## config.mk

```make
export PLATFORM = sky130hd
export DESIGN_NAME = i2s_data_output
export DESIGN_NICKNAME = d
export VERILOG_FILES = /design/src/rtl/i2s_data_output.sv
export SDC_FILE = /design/constraint.sdc
export NUM_CORES = 2
export LEC_CHECK = 0
export ABC_AREA = 1
export BUFFER_PORTS_ARGS = -buffer_cell sky130_fd_sc_hd__buf_2
export CORE_AREA = 2 2 468 284
export CTS_BUF_LIST = sky130_fd_sc_hd__clkbuf_8
export DETAILED_ROUTE_END_ITERATION = 7
export DIE_AREA = 0 0 470 286
export PLACE_DENSITY = 0.69
export SLEW_MARGIN = 20
export SYNTH_ARGS = -nofsm -noshare
export SYNTH_HDL_FRONTEND = slang
export SYNTH_SLANG_ARGS = --single-unit
```

## constraint.sdc

```tcl
create_clock -name clk -period 4.4 [get_ports clk]
set_input_delay 0.22 -clock clk [delete_from_list [all_inputs] [get_ports clk]]
set_output_delay 0.22 -clock clk [all_outputs]
set_load 0.01 [all_outputs]
```

## src/rtl/i2s_data_output.sv

```systemverilog
// ---------------------------------------------------------------------------
// i2s_data_output
//
// Transmit side of the I2S bridge. Samples arrive on a parallel valid/ready
// port, are buffered in a FIFO and shifted out MSB-first on sdata in
// standard I2S framing. bclk and lrclk are derived from clk.
//
// Handshake: a sample is accepted on every clk where in_valid && in_ready.
// in_ready depends only on the stored level (no combinational path from
// in_valid). A pop on the same clk does not free space for that push.
//
// Ports
//   clk          system clock, all logic on posedge
//   rst_n        asynchronous active-low reset
//   enable       serial output run request
//   in_data      sample to push (DATA_W bits)
//   in_valid     push request
//   in_ready     FIFO can accept (level != FIFO_DEPTH)
//   bclk         bit clock, BCLK_DIV clk periods, high for the first half
//   lrclk        0 = left slot, 1 = right slot
//   sdata        serial data, changes only on bclk falling edges
//   fifo_level   number of stored samples
//   low_water    registered: level < FIFO_DEPTH/2 while enable
//   underrun     1-clk pulse when a slot starts with the FIFO empty
//   underrun_cnt saturating underrun counter (only with
//                DATA_OUTPUT_UNDERRUN_CNT_EN defined)
//
// Optional build macro: DATA_OUTPUT_UNDERRUN_CNT_EN
// ---------------------------------------------------------------------------
module i2s_data_output #(
    parameter int DATA_W     = 24,
    parameter int SLOT_W     = 32,
    parameter int FIFO_DEPTH = 64,
    parameter int BCLK_DIV   = 4
) (
    input  logic                          clk,
    input  logic                          rst_n,
    input  logic                          enable,
    input  logic [DATA_W-1:0]             in_data,
    input  logic                          in_valid,
    output logic                          in_ready,
    output logic                          bclk,
    output logic                          lrclk,
    output logic                          sdata,
    output logic [$clog2(FIFO_DEPTH):0]   fifo_level,
    output logic                          low_water,
    output logic                          underrun
`ifdef DATA_OUTPUT_UNDERRUN_CNT_EN
    ,
    output logic [15:0]                   underrun_cnt
`endif
);

    localparam int PTR_W = $clog2(FIFO_DEPTH);
    localparam int LVL_W = PTR_W + 1;
    localparam int DIV_W = (BCLK_DIV > 2) ? $clog2(BCLK_DIV) : 1;
    localparam int CNT_W = $clog2(SLOT_W);
    localparam int HALF  = BCLK_DIV / 2;
    localparam int PAD_W = SLOT_W - DATA_W;

    // FSM encoding; DRAIN holds the trailing I2S delay bit after the last
    // right slot before going back to IDLE.
    localparam logic [1:0] ST_IDLE  = 2'd0;
    localparam logic [1:0] ST_RUN   = 2'd1;
    localparam logic [1:0] ST_DRAIN = 2'd2;

    logic [1:0]        state;

    // ------------------------------------------------------------------
    // FIFO
    // ------------------------------------------------------------------
    logic [DATA_W-1:0] mem [FIFO_DEPTH];
    logic [PTR_W-1:0]  wr_ptr;
    logic [PTR_W-1:0]  rd_ptr;
    logic [DATA_W-1:0] rd_data;
    logic              push;
    logic              pop;

    assign in_ready = (fifo_level != LVL_W'(FIFO_DEPTH));
    assign push     = in_valid && in_ready;
    assign rd_data  = mem[rd_ptr];

    always_ff @(posedge clk) begin
        if (push) begin
            mem[wr_ptr] <= in_data;
        end
    end

    // Pointers are exactly PTR_W bits wide, so they wrap mod FIFO_DEPTH.
    always_ff @(posedge clk or negedge rst_n) begin
        if (!rst_n) begin
            wr_ptr     <= '0;
            rd_ptr     <= '0;
            fifo_level <= '0;
        end else begin
            if (push) begin
                wr_ptr <= wr_ptr + 1'b1;
            end
            if (pop) begin
                rd_ptr <= rd_ptr + 1'b1;
            end
            fifo_level <= fifo_level + LVL_W'(push) - LVL_W'(pop);
        end
    end

    // ------------------------------------------------------------------
    // Serial timing
    // ------------------------------------------------------------------
    logic [DIV_W-1:0]  div_cnt;
    logic [DIV_W-1:0]  div_next;
    logic [CNT_W-1:0]  bit_cnt;
    logic [SLOT_W-1:0] shift_reg;
    logic              first_slot;
    logic              fall;
    logic              slot_start;
    logic              stop_req;
    logic              load;
    logic              underrun_set;

    assign div_next = (div_cnt == DIV_W'(BCLK_DIV - 1)) ? '0 : div_cnt + 1'b1;

    // bclk is registered as (div_cnt < HALF), so it drops on the edge that
    // moves the divider from HALF-1 to HALF.
    assign fall       = (state != ST_IDLE) && (div_cnt == DIV_W'(HALF - 1));
    assign slot_start = fall && (state == ST_RUN) && (bit_cnt == CNT_W'(SLOT_W - 1));

    // Stopping is only allowed at the end of a right slot (or before the
    // very first slot has started), so frames are never truncated.
    assign stop_req     = !enable && (first_slot || lrclk);
    assign load         = slot_start && !stop_req;
    assign pop          = load && (fifo_level != '0);
    assign underrun_set = load && (fifo_level == '0);

    always_ff @(posedge clk or negedge rst_n) begin
        if (!rst_n) begin
            state      <= ST_IDLE;
            div_cnt    <= '0;
            bit_cnt    <= '0;
            shift_reg  <= '0;
            first_slot <= 1'b0;
            bclk       <= 1'b0;
            lrclk      <= 1'b0;
            sdata      <= 1'b0;
            underrun   <= 1'b0;
            low_water  <= 1'b0;
        end else begin
            underrun  <= underrun_set;
            low_water <= enable && (fifo_level < LVL_W'(FIFO_DEPTH / 2));

            case (state)
                ST_IDLE: begin
                    div_cnt    <= '0;
                    bit_cnt    <= CNT_W'(SLOT_W - 1);
                    shift_reg  <= '0;
                    first_slot <= 1'b1;
                    bclk       <= 1'b0;
                    lrclk      <= 1'b0;
                    sdata      <= 1'b0;
                    if (enable) begin
                        state <= ST_RUN;
                        bclk  <= 1'b1;
                    end
                end

                ST_RUN, ST_DRAIN: begin
                    div_cnt <= div_next;
                    bclk    <= (div_next < DIV_W'(HALF));
                    if (fall) begin
                        // One-bclk I2S delay falls out of shifting after the
                        // load: bit k of a slot carries word[SLOT_W-k].
                        sdata     <= shift_reg[SLOT_W-1];
                        shift_reg <= {shift_reg[SLOT_W-2:0], 1'b0};
                        bit_cnt   <= (bit_cnt == CNT_W'(SLOT_W - 1)) ? '0 : bit_cnt + 1'b1;

                        if (state == ST_DRAIN) begin
                            state   <= ST_IDLE;
                            div_cnt <= '0;
                            lrclk   <= 1'b0;
                            sdata   <= 1'b0;
                        end else if (slot_start) begin
                            first_slot <= 1'b0;
                            if (stop_req) begin
                                if (first_slot) begin
                                    state   <= ST_IDLE;
                                    div_cnt <= '0;
                                    sdata   <= 1'b0;
                                end else begin
                                    state <= ST_DRAIN;
                                    lrclk <= 1'b0;
                                end
                            end else begin
                                // First slot after IDLE is left: lrclk stays 0.
                                if (!first_slot) begin
                                    lrclk <= ~lrclk;
                                end
                                shift_reg <= pop ? {rd_data, {PAD_W{1'b0}}} : '0;
                            end
                        end
                    end
                end

                default: begin
                    state <= ST_IDLE;
                end
            endcase
        end
    end

`ifdef DATA_OUTPUT_UNDERRUN_CNT_EN
    logic enable_q;

    always_ff @(posedge clk or negedge rst_n) begin
        if (!rst_n) begin
            enable_q     <= 1'b0;
            underrun_cnt <= '0;
        end else begin
            enable_q <= enable;
            if (enable && !enable_q) begin
                underrun_cnt <= '0;
            end else if (underrun_set && (underrun_cnt != 16'hFFFF)) begin
                underrun_cnt <= underrun_cnt + 16'd1;
            end
        end
    end
`endif

endmodule
```

---- After elaboration in Yosys (flattened, before gate mapping) ----
Memory sizes are Yosys's and may differ from the RTL's.
Index checks and enable logic that the tools add are counted.
storage, ports and cells
  bits in writable memories ............... 1,536
  memories kept ........................... 1
  flip-flop bits (word level) ............. 66
  word-level logic and storage cells ...... 102
  input port bits ......................... 28
  output and inout bits ................... 13
operators by class
  muxes and demuxes ....................... 44
  bitwise logic cells ..................... 1
  reduce and logical (&&, ||, !) cells .... 22
  add/subtract/negate cells ............... 6
  magnitude comparators ................... 2
  eq/ne operators ......................... 13
memory list
  name  words  bits a word  read ports  clocked after Yosys merged registers in  wr ports  line  text
  mem   64     24           1           0                                        1         72    logic [DATA_W-1:0] mem [FIFO_DEPTH];
operators by type and width
  operator                                                    number
  two-way mux 32 bit                                          5
  case mux 32 bit (2 select lines)                            1
  two-way mux 2 bit                                           12
  two-way mux 1 bit                                           17
  adder 6 x 1 -> 6 bit, second input constant                 2
  AND reduction 4 bit                                         3
  two-way mux 5 bit                                           2
  case mux 5 bit (2 select lines)                             1
  logical AND 1 bit                                           9
  != test 3 bit, second input constant                        3
  != test 2 bit, second input constant                        4
  case mux 1 bit (2 select lines)                             4
  case mux 2 bit (2 select lines)                             2
  adder 7 x 1 -> 7 bit                                        1
  logical NOT 7 bit                                           1
  less-than comparator 7 x 6 -> 1 bit, second input constant  1
  != test 7 bit, second input constant                        1
  nonzero test 7 bit                                          1
  subtractor 7 x 1 -> 7 bit                                   1
  adder 5 x 1 -> 5 bit, second input constant                 1
  == test 5 bit, second input constant                        1
  == test 2 x 1 -> 1 bit, second input constant               2
  == test 2 bit, second input constant                        2
  nonzero test 2 bit                                          2
  8 further kinds                                             9

---- Longest topological paths before layout ----
  depth after elaboration ................. 12
  depth in mapped cells ................... 18
  gate-level depth less buffers ........... 18

---- Worst setup path after synthesis ----
OpenSTA, ideal clock, no wires.
  kind .................................... reg2reg
  start point ............................. register fifo_level[2]
  end point ............................... memory mem[63][0], enable pin
  stages on the path, launching flop included .. 8
  arrival time ............................ 2.768 ns
  setup slack ............................. 1.194 ns
  library setup time ...................... 0.437 ns
  clock period less this slack ............ 3.206 ns
  buffers on the path ..................... 0
  data required time ...................... 3.963 ns
  cells stage by stage .................... dfrtp_1 > inv_1 > ha_1 > nand2_1 > inv_1 > nand3_1 > nand2_1 > nor3_1
on the way
  longest elaborated chain between the ends .. 4
RTL lines
  element                                  line  text
  start: declaration                       45    output logic [$clog2(FIFO_DEPTH):0] fifo_level,
  start signal: assignment                 102   fifo_level <= fifo_level + LVL_W'(push) - LVL_W'(pop);
  != test 7 bit                            79    assign in_ready = (fifo_level != LVL_W'(FIFO_DEPTH));
  named net in_ready                       41    output logic in_ready,
  logical AND 1 bit                        80    assign push = in_valid && in_ready;
  two-way mux 1 bit                        84    if (push) begin
  two-way mux 1 bit (implied by the code)  85    mem[wr_ptr] <= in_data;
  end: declaration                         72
The timed path passes the listed nets, and every way through them passes these cells.

---- Final worst setup path ----
  start point ............................. register bit_cnt[0]
  end point ............................... register fifo_level[6]
on the way
  longest elaborated chain between the ends .. 5
RTL lines
  element                    line  text
  start: declaration         111   logic [CNT_W-1:0] bit_cnt;
  start signal: assignment   153   bit_cnt <= CNT_W'(SLOT_W - 1);
  start signal: assignment   173   bit_cnt <= (bit_cnt == CNT_W'(SLOT_W - 1)) ? '0 : bit_cnt + 1'b1;
  == test 5 bit              125   assign slot_start = fall && (state == ST_RUN) && (bit_cnt == CNT_W'(SLOT_W - 1));
  logical AND 1 bit          125
  logical AND 1 bit          130   assign load = slot_start && !stop_req;
  logical AND 1 bit          131   assign pop = load && (fifo_level != '0);
  named net pop              77    logic pop;
  subtractor 7 x 1 -> 7 bit  102
The timed path passes the listed nets, and every way through them passes these cells.
A chain may end at the register's enable or synchronous reset.

==> results.cfg <==
[logic_synthesis]
ys_ff_latch = 1594
ys_seq_area_frac = 0.735
synthCells = 5392
yosys_warnings = 0
synth_top_area_frac = 0.713
syn-cell-area_um2 = 64700
synth_cell_type_count = 35
yosysTopAreaCell = edfxtp_1
synth_area_leaders = edfxtp_1 (71%), nand2_1 (7.4%), nand3_1 (4.7%)
syn_nets = 5442
syn_avg_cell_area_um2 = 12.0

[die]
dieWidth_um = 470
core_area_um2 = 130000
die-area_um2 = 134000
io_pins = 41
rows = 103
die_h_um = 286
start_util = 0.496

[timing]
final-hold-violation-count = 0
fin_hold_ws_ns = 0.0459
slew_headroom = 0.276
fin_crit_sh = 0.791
tns_ns = 0
final_max_slew_viol_count = 0
fin_crit_ns = 3.48
grt_setup_unrepaired = no
setup_violations = 0
fmax_mhz = 287
max_slew.worst_pin.slew_ns = 1.09
clock_skew_ns = 0.0385

[detailed_routing]
drt_iter0_drc = 6826
ant_nets = 0
finalWirelength_um = 182000
viasPerCell = 5.87
vias = 43300
post-route-drc-count = 0
firstDrtPassIters = 6
post_drt_wl_per_cell_um = 24.7

[clock_network]
cts_setup_buffers = 0
clk_pin_slew_ns = 0.07
insertion_delay_ns = 0.95
cts_buffer_depth = 3
root_buffer = clkbuf_8
clock-sinks = 1594
htree_levels = 4
cts_tree = built
numCtsBuffers = 213

[worst_hold_path]
hp-class = in2reg

[power_and_ir_drop]
power_density_nw_per_um2 = 614
leakage_nw = 25.3
switching_share = 0.403
pwr-share-clk = 0.234
ir_drop_v = 0.000553
power.net_switching_mw = 17.5
p_int_mw = 26.0
p_total_mw = 43.6
p_comb_frac = 0.360
seqPwrFrac = 0.406

[layout]
largest_reg_flops = 1536
layout_common_cells = edfxtp_1 (1536), nand2_1 (1271), nand3_1 (602)
layout.nets = 5537
fin_util = 0.544
multi_input_area_um2 = 14900
fill_cells = 10800
syn2layout_area_growth_pct = 9.67
final_common_cell = edfxtp_1
drive_gt1_frac = 0.0905
final_cells = 7381
ff_latch_area_um2 = 47600

[grt]
grt_max_degree = 192
antenna_found_initial = 7
grt_util_all_layers = 0.269
grt_pass1_vias = 40300
grt_pass1_wl_um = 268000
overflow = 0

[placed_design]
dp.cells = 6978
gp_congestion = 0.951
numPortBuffers = 40
dp_hpwl_um = 102000

[setup_path]
critPathLaunchType = register
crit_required_ns = 5.23
arrival_ns = 4.32
crit_fanout = 5
crit_path_end_kind = register
critical_path_class = reg2reg

[job]
maxCapViolCount = 0

[status]
status = finished, final reports clean
[metal layers]
| layer | wire, µm | up-vias | GRT usage |
|---|---|---|---|
| met2 | 72700 | 2765 | 0.357 |
| met4 | 3720 | 2 | 0.0723 |
| li1 | - | 19300 | - |
| met5 | 13 | - | 0 |
| met3 | 27800 | 249 | 0.0906 |
| met1 | 78000 | 21000 | 0.419 |
[cells in the mapped netlist, drive strengths merged]
master / count
o22a: 1
o211ai: 6
ha: 21
edfxtp: 1536
o21ai: 504
nand3: 602
fa: 1
inv: 167
o22ai: 227
a32oi: 14
nand4: 8
xor2: 12
xnor2: 2
clkbuf: 145
a21oi: 24
o21a: 2
dfrtp: 58
buf: 198
a31oi: 1
nor2: 580
nor3: 5
clkinv: 2
a211oi: 1
o31ai: 3
nand2: 1271
a22oi: 1
[worst paths after layout]
kind                              from  slack, ns            end  cells past startpoint
max reg2reg                 bit_cnt[0]       0.92  fifo_level[6]                     18
min in group asynchronous        rst_n       0.52     div_cnt[1]                      4
max                         bit_cnt[0]       0.92  fifo_level[6]                     18
max in group asynchronous        rst_n       3.26      rd_ptr[3]                      4
min                        in_data[20]       0.05    mem[60][20]                      2
min reg2reg                      sdata       0.49          sdata                      2
[cell families after synthesis]
| logic type | count (synthesis) | share of synthesized area |
|---|---|---|
| AOI/OAI and AO/OA | 784 | 0.0664 |
| xor gates and xnor gates | 14 | 0.00190 |
| adders and majority gates | 22 | 0.00437 |
| DFF | 1594 | 0.735 |
| and+or+nand+nor | 2466 | 0.155 |
| buffers and inverters | 512 | 0.0368 |
[power by group through the flow]
stage | sequential, mW | clock [mW] | combinational, mW
floorplan | 17.8 | 0 | 9.53
global placement | 18.0 | 0 | 14.9
detailed placement | 18.0 | 0 | 15.1
CTS | 17.7 | 10.3 | 15.2
global route | 17.7 | 10.9 | 16.8
finish | 17.7 | 10.2 | 15.7
[through the flow]
stage / setup WS, ns / area [µm²]
2_1_floorplan: 1.19 / 64700
3_3_place_gp: 0.999 / 67000
3_5_place_dp: 0.947 / 67000
4_1_cts: 0.938 / 70900
5_1_grt: 0.654 / 70900
6_report: 0.918 / 71000
[worst max-delay path, stage by stage (launching register included)]
cell and delay, ns:
dfrtp_1 0.38, ha_1 0.19, nand2_1 0.09, nor2_1 0.11, ha_1 0.25, nand3_1 0.19, nor2_1 0.16, nand2_1 0.16
inv_1 0.19, ha_1 0.26, inv_1 0.07, ha_1 0.14, inv_1 0.06, fa_1 0.43, o21ai_0 0.28, nand2_1 0.08
a21oi_1 0.14, nor2_1 0.06, xor2_1 0.14
[cell type report]
cell class | count | area share
antenna | 5 | 0.000176
tap | 1732 | 0.0305
multi-input combinational | 3286 | 0.210
clock inverter | 159 | 0.0109
sequential | 1594 | 0.671
clock buffer | 213 | 0.0413
inverter | 169 | 0.00943
timing repair buffer | 223 | 0.0268
[repair_timing]
item	CTS	global route
hold buffers	26	0
endpoints found under the hold margin	605	0
resized for setup	0	0
No activity file was read; power rests on OpenSTA's default activity.
